$ cat config.mk
export PLATFORM = sky130hd
export DESIGN_NAME = rbm_axil_regbank
export DESIGN_NICKNAME = d
export VERILOG_FILES = /design/src/rtl/rbm_axil_regbank.sv
export SDC_FILE = /design/constraint.sdc
export NUM_CORES = 2
export LEC_CHECK = 0
export BUFFER_PORTS_ARGS = -buffer_cell sky130_fd_sc_hd__buf_2
export CORE_AREA = 2 2 316 318
export DETAILED_ROUTE_END_ITERATION = 12
export DIE_AREA = 0 0 318 320
export SYNTH_ARGS = -nofsm -noshare
export SYNTH_HDL_FRONTEND = slang
export SYNTH_SLANG_ARGS = --single-unit
$ cat constraint.sdc
create_clock -name ACLK -period 4.8 [get_ports ACLK]
set_input_delay 0.72 -clock ACLK [delete_from_list [all_inputs] [get_ports ACLK]]
set_output_delay 0.72 -clock ACLK [all_outputs]
set_load 0.005 [all_outputs]
$ cat src/rtl/rbm_axil_regbank.sv
// rbm_axil_regbank: AXI4-Lite register bank for the RBM accelerator/trainer.
//   Map (byte offsets, upper address bits above ADDR_W ignored):
//     0x00 CONTROL     bit0 start (write-1 pulse, reads 0), bit1 soft_rst, [7:2] mode
//     0x04 STATUS      RO: bit0 stat_busy, bit1 pending enabled interrupt
//     0x08 INT_EN      RW, N_IRQ bits
//     0x0C INT_STATUS  rising-edge captured, write-1-to-clear
//     0x10 VERSION     RO
//     0x20+4k          CFG[k], k < N_CFG
//     0x20+4*N_CFG+4j  STAT[j], j < N_STAT (RO)
//   Ports:
//     ACLK/ARESETn          clock, asynchronous active-low reset
//     S_AW*/S_W*/S_B*       AXI4-Lite write channels (one outstanding write)
//     S_AR*/S_R*            AXI4-Lite read channels (one outstanding read)
//     ctrl_start            one-cycle pulse on CONTROL[0] write-1
//     ctrl_soft_rst/mode    CONTROL[1] / CONTROL[7:2] levels
//     cfg_q                 config word k at [32k+31:32k]
//     stat_in/stat_busy     status inputs from the core
//     irq_src/irq           interrupt sources / registered level interrupt
module rbm_axil_regbank #(
  parameter int unsigned ADDR_W  = 8,
  parameter int unsigned N_CFG   = 16,
  parameter int unsigned N_STAT  = 4,
  parameter int unsigned N_IRQ   = 8,
  parameter logic [31:0] VERSION = 32'h0002_0000
) (
  input  logic                  ACLK,
  input  logic                  ARESETn,
  input  logic [31:0]           S_AWADDR,
  input  logic                  S_AWVALID,
  output logic                  S_AWREADY,
  input  logic [31:0]           S_WDATA,
  input  logic [3:0]            S_WSTRB,
  input  logic                  S_WVALID,
  output logic                  S_WREADY,
  output logic [1:0]            S_BRESP,
  output logic                  S_BVALID,
  input  logic                  S_BREADY,
  input  logic [31:0]           S_ARADDR,
  input  logic                  S_ARVALID,
  output logic                  S_ARREADY,
  output logic [31:0]           S_RDATA,
  output logic [1:0]            S_RRESP,
  output logic                  S_RVALID,
  input  logic                  S_RREADY,
  output logic                  ctrl_start,
  output logic                  ctrl_soft_rst,
  output logic [5:0]            ctrl_mode,
  output logic [32*N_CFG-1:0]   cfg_q,
  input  logic [32*N_STAT-1:0]  stat_in,
  input  logic                  stat_busy,
  input  logic [N_IRQ-1:0]      irq_src,
  output logic                  irq
);

  localparam int unsigned CFG_BASE  = 32'h20;
  localparam int unsigned STAT_BASE = CFG_BASE + 4 * N_CFG;
  localparam int unsigned STAT_END  = STAT_BASE + 4 * N_STAT;

  logic              alive;        // keeps READYs low until the first edge after reset
  logic              aw_held;
  logic              w_held;
  logic [ADDR_W-1:0] aw_addr;
  logic [31:0]       w_data;
  logic [3:0]        w_strb;
  logic [7:1]        ctrl_bits;
  logic [N_IRQ-1:0]  int_en;
  logic [N_IRQ-1:0]  int_status;
  logic [N_IRQ-1:0]  irq_prev;

  logic              commit;
  logic [31:0]       wa;
  logic [31:0]       wmask;
  logic              wr_err;
  logic              sel_ctrl;
  logic              sel_en;
  logic              sel_ists;
  logic              sel_cfg;
  int unsigned       cfg_idx;
  logic [N_IRQ-1:0]  w1c;
  logic [N_IRQ-1:0]  rise;
  logic              irq_hit;

  logic [31:0]       ra;
  logic [31:0]       rd_word;
  logic              rd_err;
  int unsigned       rd_idx;

  logic              unused_addr_bits;
  assign unused_addr_bits = ^{S_AWADDR[31:ADDR_W], S_ARADDR[31:ADDR_W]};

  assign S_AWREADY     = alive & ~aw_held & ~S_BVALID;
  assign S_WREADY      = alive & ~w_held & ~S_BVALID;
  assign S_ARREADY     = alive & ~S_RVALID;
  assign commit        = aw_held & w_held;
  assign ctrl_soft_rst = ctrl_bits[1];
  assign ctrl_mode     = ctrl_bits[7:2];
  assign irq_hit       = |(int_status & int_en);
  assign rise          = irq_src & ~irq_prev;

  // Write address decode on the held address; select lines are only raised
  // for mapped, aligned targets so the commit logic needs no extra gating.
  always_comb begin
    wa       = 32'(aw_addr);
    wr_err   = 1'b1;
    sel_ctrl = 1'b0;
    sel_en   = 1'b0;
    sel_ists = 1'b0;
    sel_cfg  = 1'b0;
    cfg_idx  = 0;
    for (int unsigned b = 0; b < 4; b++) wmask[8*b +: 8] = {8{w_strb[b]}};
    if (wa[1:0] == 2'b00) begin
      if (wa == 32'h00) begin
        sel_ctrl = 1'b1;
        wr_err   = 1'b0;
      end else if (wa == 32'h04 || wa == 32'h10) begin
        wr_err = 1'b0;
      end else if (wa == 32'h08) begin
        sel_en = 1'b1;
        wr_err = 1'b0;
      end else if (wa == 32'h0C) begin
        sel_ists = 1'b1;
        wr_err   = 1'b0;
      end else if (wa >= CFG_BASE && wa < STAT_BASE) begin
        sel_cfg = 1'b1;
        cfg_idx = (wa - CFG_BASE) >> 2;
        wr_err  = 1'b0;
      end else if (wa >= STAT_BASE && wa < STAT_END) begin
        wr_err = 1'b0;
      end
    end
    w1c = (commit && sel_ists) ? (w_data[N_IRQ-1:0] & wmask[N_IRQ-1:0]) : '0;
  end

  always_comb begin
    ra      = 32'(S_ARADDR[ADDR_W-1:0]);
    rd_word = '0;
    rd_err  = 1'b1;
    rd_idx  = 0;
    if (ra[1:0] == 2'b00) begin
      if (ra == 32'h00) begin
        rd_word = {24'h0, ctrl_bits, 1'b0};
        rd_err  = 1'b0;
      end else if (ra == 32'h04) begin
        rd_word = {30'h0, irq_hit, stat_busy};
        rd_err  = 1'b0;
      end else if (ra == 32'h08) begin
        rd_word = 32'(int_en);
        rd_err  = 1'b0;
      end else if (ra == 32'h0C) begin
        rd_word = 32'(int_status);
        rd_err  = 1'b0;
      end else if (ra == 32'h10) begin
        rd_word = VERSION;
        rd_err  = 1'b0;
      end else if (ra >= CFG_BASE && ra < STAT_BASE) begin
        rd_idx  = (ra - CFG_BASE) >> 2;
        rd_word = cfg_q[32*rd_idx +: 32];
        rd_err  = 1'b0;
      end else if (ra >= STAT_BASE && ra < STAT_END) begin
        rd_idx  = (ra - STAT_BASE) >> 2;
        rd_word = stat_in[32*rd_idx +: 32];
        rd_err  = 1'b0;
      end
    end
  end

  always_ff @(posedge ACLK or negedge ARESETn) begin
    if (!ARESETn) begin
      alive      <= 1'b0;
      aw_held    <= 1'b0;
      w_held     <= 1'b0;
      aw_addr    <= '0;
      w_data     <= '0;
      w_strb     <= '0;
      S_BVALID   <= 1'b0;
      S_BRESP    <= 2'b00;
      S_RVALID   <= 1'b0;
      S_RRESP    <= 2'b00;
      S_RDATA    <= '0;
      ctrl_bits  <= '0;
      ctrl_start <= 1'b0;
      int_en     <= '0;
      int_status <= '0;
      irq_prev   <= '0;
      irq        <= 1'b0;
      cfg_q      <= '0;
    end else begin
      alive      <= 1'b1;
      ctrl_start <= 1'b0;
      irq_prev   <= irq_src;
      irq        <= irq_hit;
      // A new edge wins over a simultaneous write-1-to-clear of the same bit.
      int_status <= (int_status & ~w1c) | rise;

      if (S_AWVALID && S_AWREADY) begin
        aw_held <= 1'b1;
        aw_addr <= S_AWADDR[ADDR_W-1:0];
      end
      if (S_WVALID && S_WREADY) begin
        w_held <= 1'b1;
        w_data <= S_WDATA;
        w_strb <= S_WSTRB;
      end
      if (S_BVALID && S_BREADY) S_BVALID <= 1'b0;

      if (commit) begin
        aw_held  <= 1'b0;
        w_held   <= 1'b0;
        S_BVALID <= 1'b1;
        S_BRESP  <= wr_err ? 2'b10 : 2'b00;
        if (sel_ctrl && w_strb[0]) begin
          ctrl_bits  <= w_data[7:1];
          ctrl_start <= w_data[0];
        end
        if (sel_en)
          int_en <= (int_en & ~wmask[N_IRQ-1:0]) | (w_data[N_IRQ-1:0] & wmask[N_IRQ-1:0]);
        if (sel_cfg)
          cfg_q[32*cfg_idx +: 32] <= (cfg_q[32*cfg_idx +: 32] & ~wmask) | (w_data & wmask);
      end

      if (S_ARVALID && S_ARREADY) begin
        S_RVALID <= 1'b1;
        S_RDATA  <= rd_word;
        S_RRESP  <= rd_err ? 2'b10 : 2'b00;
      end else if (S_RVALID && S_RREADY) begin
        S_RVALID <= 1'b0;
      end
    end
  end

endmodule

# Yosys cells after proc, flatten, opt, wreduce, memory -nomap -nowiden
# Index checks and enable logic that the tools add are counted.
# word_totals
regBits,630
input_bits,244
out_inout_bits,562
word_cells,151
# op_classes
add_sub_neg,4
n_bitwise,24
n_shift,5
n_reduce_logical,24
eq_ne,8
mux,60
n_lt_le_gt_ge,8
# op_table
cell,n
$shiftx 512x33->32,2
$bwmux 512,1
$shift 32x34->512 const A,1
$shiftx 32x34->512,1
$mux 32,8
$mux 27,6
$shiftx 128x33->32,1
$and 32x32->32,2
$mux 1,42
$and 8x8->8,5
$neg 32->34,1
$eq 8x4->1 const B,4
$lt 8x7->1 const B,4
$not 32->32,1
$or 32x32->32,1
$not 8->8,3
$sub 8x6->9 const B,2
$eq 8x3->1 const B,2
$eq 8x5->1 const B,2
$ge 8x6->1 const B,2
$ge 8x7->1 const B,2
$logic_not 8->1,2
$or 8x8->8,2
$logic_and 1x1->1,11
10 further kinds,25

# Logic depth before layout (Yosys ltp)
# depth
word_depth,13
depth_mapped,21

# Worst setup path before layout
# Ideal clock, no wire load.
# synth_path
kind,reg2reg
from,reg aw_addr[5]
to,reg cfg_q[386]
required_ns,4.675
path_stages_with_launch,19
path_slack_ns,0.116
t_arrival_ns,4.559
path_cell_list,dfrtp_1 > inv_1 > ha_1 > ha_1 > or4_1 > nor3b_1 > nand2_1 > clkbuf_1 > clkbuf_1 > buf_1 > nand3_1 > ha_1 > nor4_1 > and3_1 > nand3_1 > or2_2 > nor3_1 > buf_2 > mux2_2
# synth_via
elab_chain_cells,13
word_cells_on_any_way,30
cone_classes,add/sub: 2; order compare: 2; eq/ne: 4; shift: 3; mux: 13; bitwise: 2; reduce/logical: 4
# synth_lines
item,line_no,rtl
start: declaration,62,logic [ADDR_W-1:0] aw_addr;
start signal: assignment,197,aw_addr <= S_AWADDR[ADDR_W-1:0];
$ge 8x6->1 / $lt 8x7->1 (equally long branches),123,end else if (wa >= CFG_BASE && wa < STAT_BASE) begin
$logic_and 1x1->1,123,
$mux 27,123,
$mux 27,120,end else if (wa == 32'h0C) begin
$mux 27,117,end else if (wa == 32'h08) begin
$mux 27,115,end else if (wa == 32'h04 || wa == 32'h10) begin
$mux 27,112,if (wa == 32'h00) begin
$mux 27,111,if (wa[1:0] == 2'b00) begin
$shiftx 512x33->32,218,cfg_q[32*cfg_idx +: 32] <= (cfg_q[32*cfg_idx +: 32] & ~wmask) | (w_data & wmask);
$and 32x32->32,218,
$or 32x32->32,218,
$shiftx 32x34->512,218,
$bwmux 512,218,
end signal: indexed assignment,218,
end: declaration,48,"output logic [32*N_CFG-1:0] cfg_q,"
# Several ways; a longest one is shown, not always the timed one.
# A chain may end at the register's enable or synchronous reset.

# Worst setup path after layout
# layout_path
from,reg aw_addr[1]
to,reg cfg_q[384]
# The elaborated chain is that of the path after synthesis.

==> metrics <==
cells resized by post-CTS repair=0; Final Cycle Share=between 90 and 100%; max_cap viols=0; Syn Inst Count=around 2500; cell area power density=399 nW/um^2; hpwl dp=slightly above 100000 um; TNS Setup=0 ns; HP Class=in -> async; initial antenna violation count=18; most area-consuming cells after synthesis=dfrtp_1 (46%), mux2_2 (20%), mux4_2 (15%), clkbuf_1 (1.6%), nor3b_1 (1.4%); metal3 WL=12000 um; # clock sinks=628; crit-path max FO=11; post-route minimum period=4.47 ns; clk root buf=clkbuf_16; met2 WL=slightly above 70000 um; Seq/Total Area, Yosys=45.8%; most frequent cells in the layout=buf_2 (750), dfrtp_1 (625), mux2_2 (619); pre-CTS setup slack=around 0.38 ns; clk slew on worst S/H paths=~0.06 ns; design area=approximately 43000 um^2; post-synthesis area per instance=13.5 um^2; YS warnings=0; Clock Skew=between 0.02 and 0.025 ns; final setup vio count=0; core footprint=roughly 100000 um^2; clock tree from TritonCTS=built; Layout Nets=around 3500; Arrival @ worst endpoint=4.98 ns; largest net degree at the start of global routing=around 130; share of Yosys cell area claimed by the top area cell type=approximately 46%; Finished Layout Cells=around 4600; die area=a little over 100000 um^2; Worst Setup End Kind=flip-flop; Peak VDD IR=roughly 0.45 mV; IO Port Bufs=about 760; GP Congestion=0.844; fin. max-slew vios=0; Placed Instance Area=40100 um^2; initial DRC count=between 2000 and 3000; Fin. Hold Viols=0; vias in the first global route=~28000; routed length per instance=roughly 32 um; Slew HR=roughly 30%; total track usage=between 20% and 30%; CP Class=reg -> reg; wl on met1=around 57000 um; P&R area growth vs syn=24.0%; Post-synth EDFFs=0; Pwr Total=roughly 17 mW; status=finished, final reports clean; cell taking the most area after synthesis=dfrtp_1; DRC Markers=0; ys flop type=dfrtp_1; IO Pins=about 810; CP required=5.31 ns; H-tree levels=3; Die Span Y=around 320 um; Clk Latency, worst-skew pair=0.66 ns; commonest non-fill, non-tap cell in the layout=buf_2; max frequency=around 0.22 GHz; ys async rst share=100%; library cells used by synthesis=67; Max Buffers Root-to-Sink=3; row count=115; Via Count=~27000; Initial Utilization=35.0%; CP Launch Type=flip-flop; vias per inst=approximately 5.9; # Post-CTS Setup Buffers=0; first-pass GRT wire length=between 200000 and 250000 um; P_leak=between 20 and 25 nW; Worst Slack Setup Final=~0.33 ns; layout cells sized above 1=a little under three fifths; top layer used by detailed routing=met5; Initial DRT Pass Iterations=6; Post-Route WL=around 150000 um; Die W=roughly 320 um; RSZ-0062 raised after global routing=false; DP Cell Count=4461; gr ovfl total=0; number of buffers created by CTS=74; worst slew pin tran=between 1 and 1.5 ns; area of the mapped netlist=about 34000 um^2; Yosys reg bits=628; hold_buf cts=0; ANT nets after route=0
## layer usage
metal	vias to the layer above	global-route usage (%)
met3	261	8.10
met1	14500	35.2
met5	-	0
met2	1255	46.7
li1	11300	-
met4	20	9.84
## flip-flops by register name, indices dropped and copies added, names as in the netlist, named ones only
signal / flops
S_RVALID: 1
S_RDATA: 32
ctrl_start: 1
irq: 1
ctrl_bits: 7
int_status: 8
w_data: 32
w_strb: 4
aw_addr: 8
irq_prev: 8
aw_held: 1
S_BRESP: 1
cfg_q: 512
S_RRESP: 1
alive: 1
S_BVALID: 1
w_held: 1
## stage by stage
step	utilization [%]	hold slack [ns]
after floorplan	-	0.424
after global placement	40.9	0.464
after detailed placement	40.9	0.470
after CTS	43.4	0.154
after global routing	43.4	0.175
final	43.4	0.168
## path summary, 6_finish.rpt
kind | cells after the start | end | startpoint | slack (ns)
min reg2reg | 2 | S_RDATA[17] | S_RDATA[17] | 0.49
max | 14 | cfg_q[384] | aw_addr[1] | 0.33
min in group ACLK | 1 | irq_prev[7] | irq_src[7] | 0.20
max reg2reg | 14 | cfg_q[384] | aw_addr[1] | 0.33
min | 1 | S_RDATA[31] | ARESETn | 0.17
max in group asynchronous | 2 | cfg_q[239] | ARESETn | 3.49
## layout make-up
| type | count | area [um^2] |
|---|---|---|
| Fill cell | 9301 | 55500 |
| Multi-Input combinational cell | 1639 | 17700 |
| Sequential cell | 628 | 15700 |
| Timing Repair Buffer | 875 | 4990 |
| Clock buffer | 105 | 2150 |
| Tap cell | 1287 | 1610 |
| Clock inverter | 15 | 260 |
| Inverter | 32 | 120 |
| Antenna cell | 6 | 15.0 |
## critical path, stage by stage, from the launching register on
cell	delay (ns)
dfrtp_1	0.42
nor2_1	0.53
a31oi_4	0.23
nor2_4	0.21
nand2_1	0.08
ha_1	0.32
nand3_1	0.14
ha_1	0.25
nor4_1	0.29
and3_1	0.25
nand3_1	0.15
or2_2	0.41
nor3_2	0.33
buf_4	0.35
mux2_2	0.38
## report_power, final
group / switching (mW) / internal [mW] / leakage [nW]
Sequential: 0.310 / 5.53 / 8.61
Clock: 2.31 / 3.47 / 1.18
Combinational: 3.67 / 1.67 / 11.5
Total: 6.29 / 10.7 / 21.3
## kinds of logic after synthesis
kind of cell,count (synthesis),synth area share [%]
and+or+nand+nor,359,5.86
muxes,889,36.4
other,2,0.0219
adders and majority gates,15,0.547
xor gates and xnor gates,4,0.102
buffers and inverters,279,3.35
DFF,628,45.8
AOI/OAI and AO/OA,369,7.93
## cell usage after synthesis (all sizes together), types with 2 or more instances
library cell,number
o31ai,54
a21o,38
or3,2
o21a,4
a221oi,6
xnor2,3
nand3b,2
dfrtp,628
o311ai,8
nor3b,65
o22ai,23
nor2,29
nor4bb,3
nor4,14
and2,15
inv,32
nand3,44
buf,98
and3,4
a222oi,32
or4b,3
mux2i,16
nor2b,31
o211ai,2
mux4,221
o21ai,58
conb,2
mux2,652
ha,15
nand4,13
a21oi,21
a22o,29
a211oi,24
a22oi,42
or2,3
nor3,15
nand2,95
or4,7
clkbuf,149
nand2b,9
a2111oi,15
a41oi,3
No activity file was read; power rests on OpenSTA's default activity.
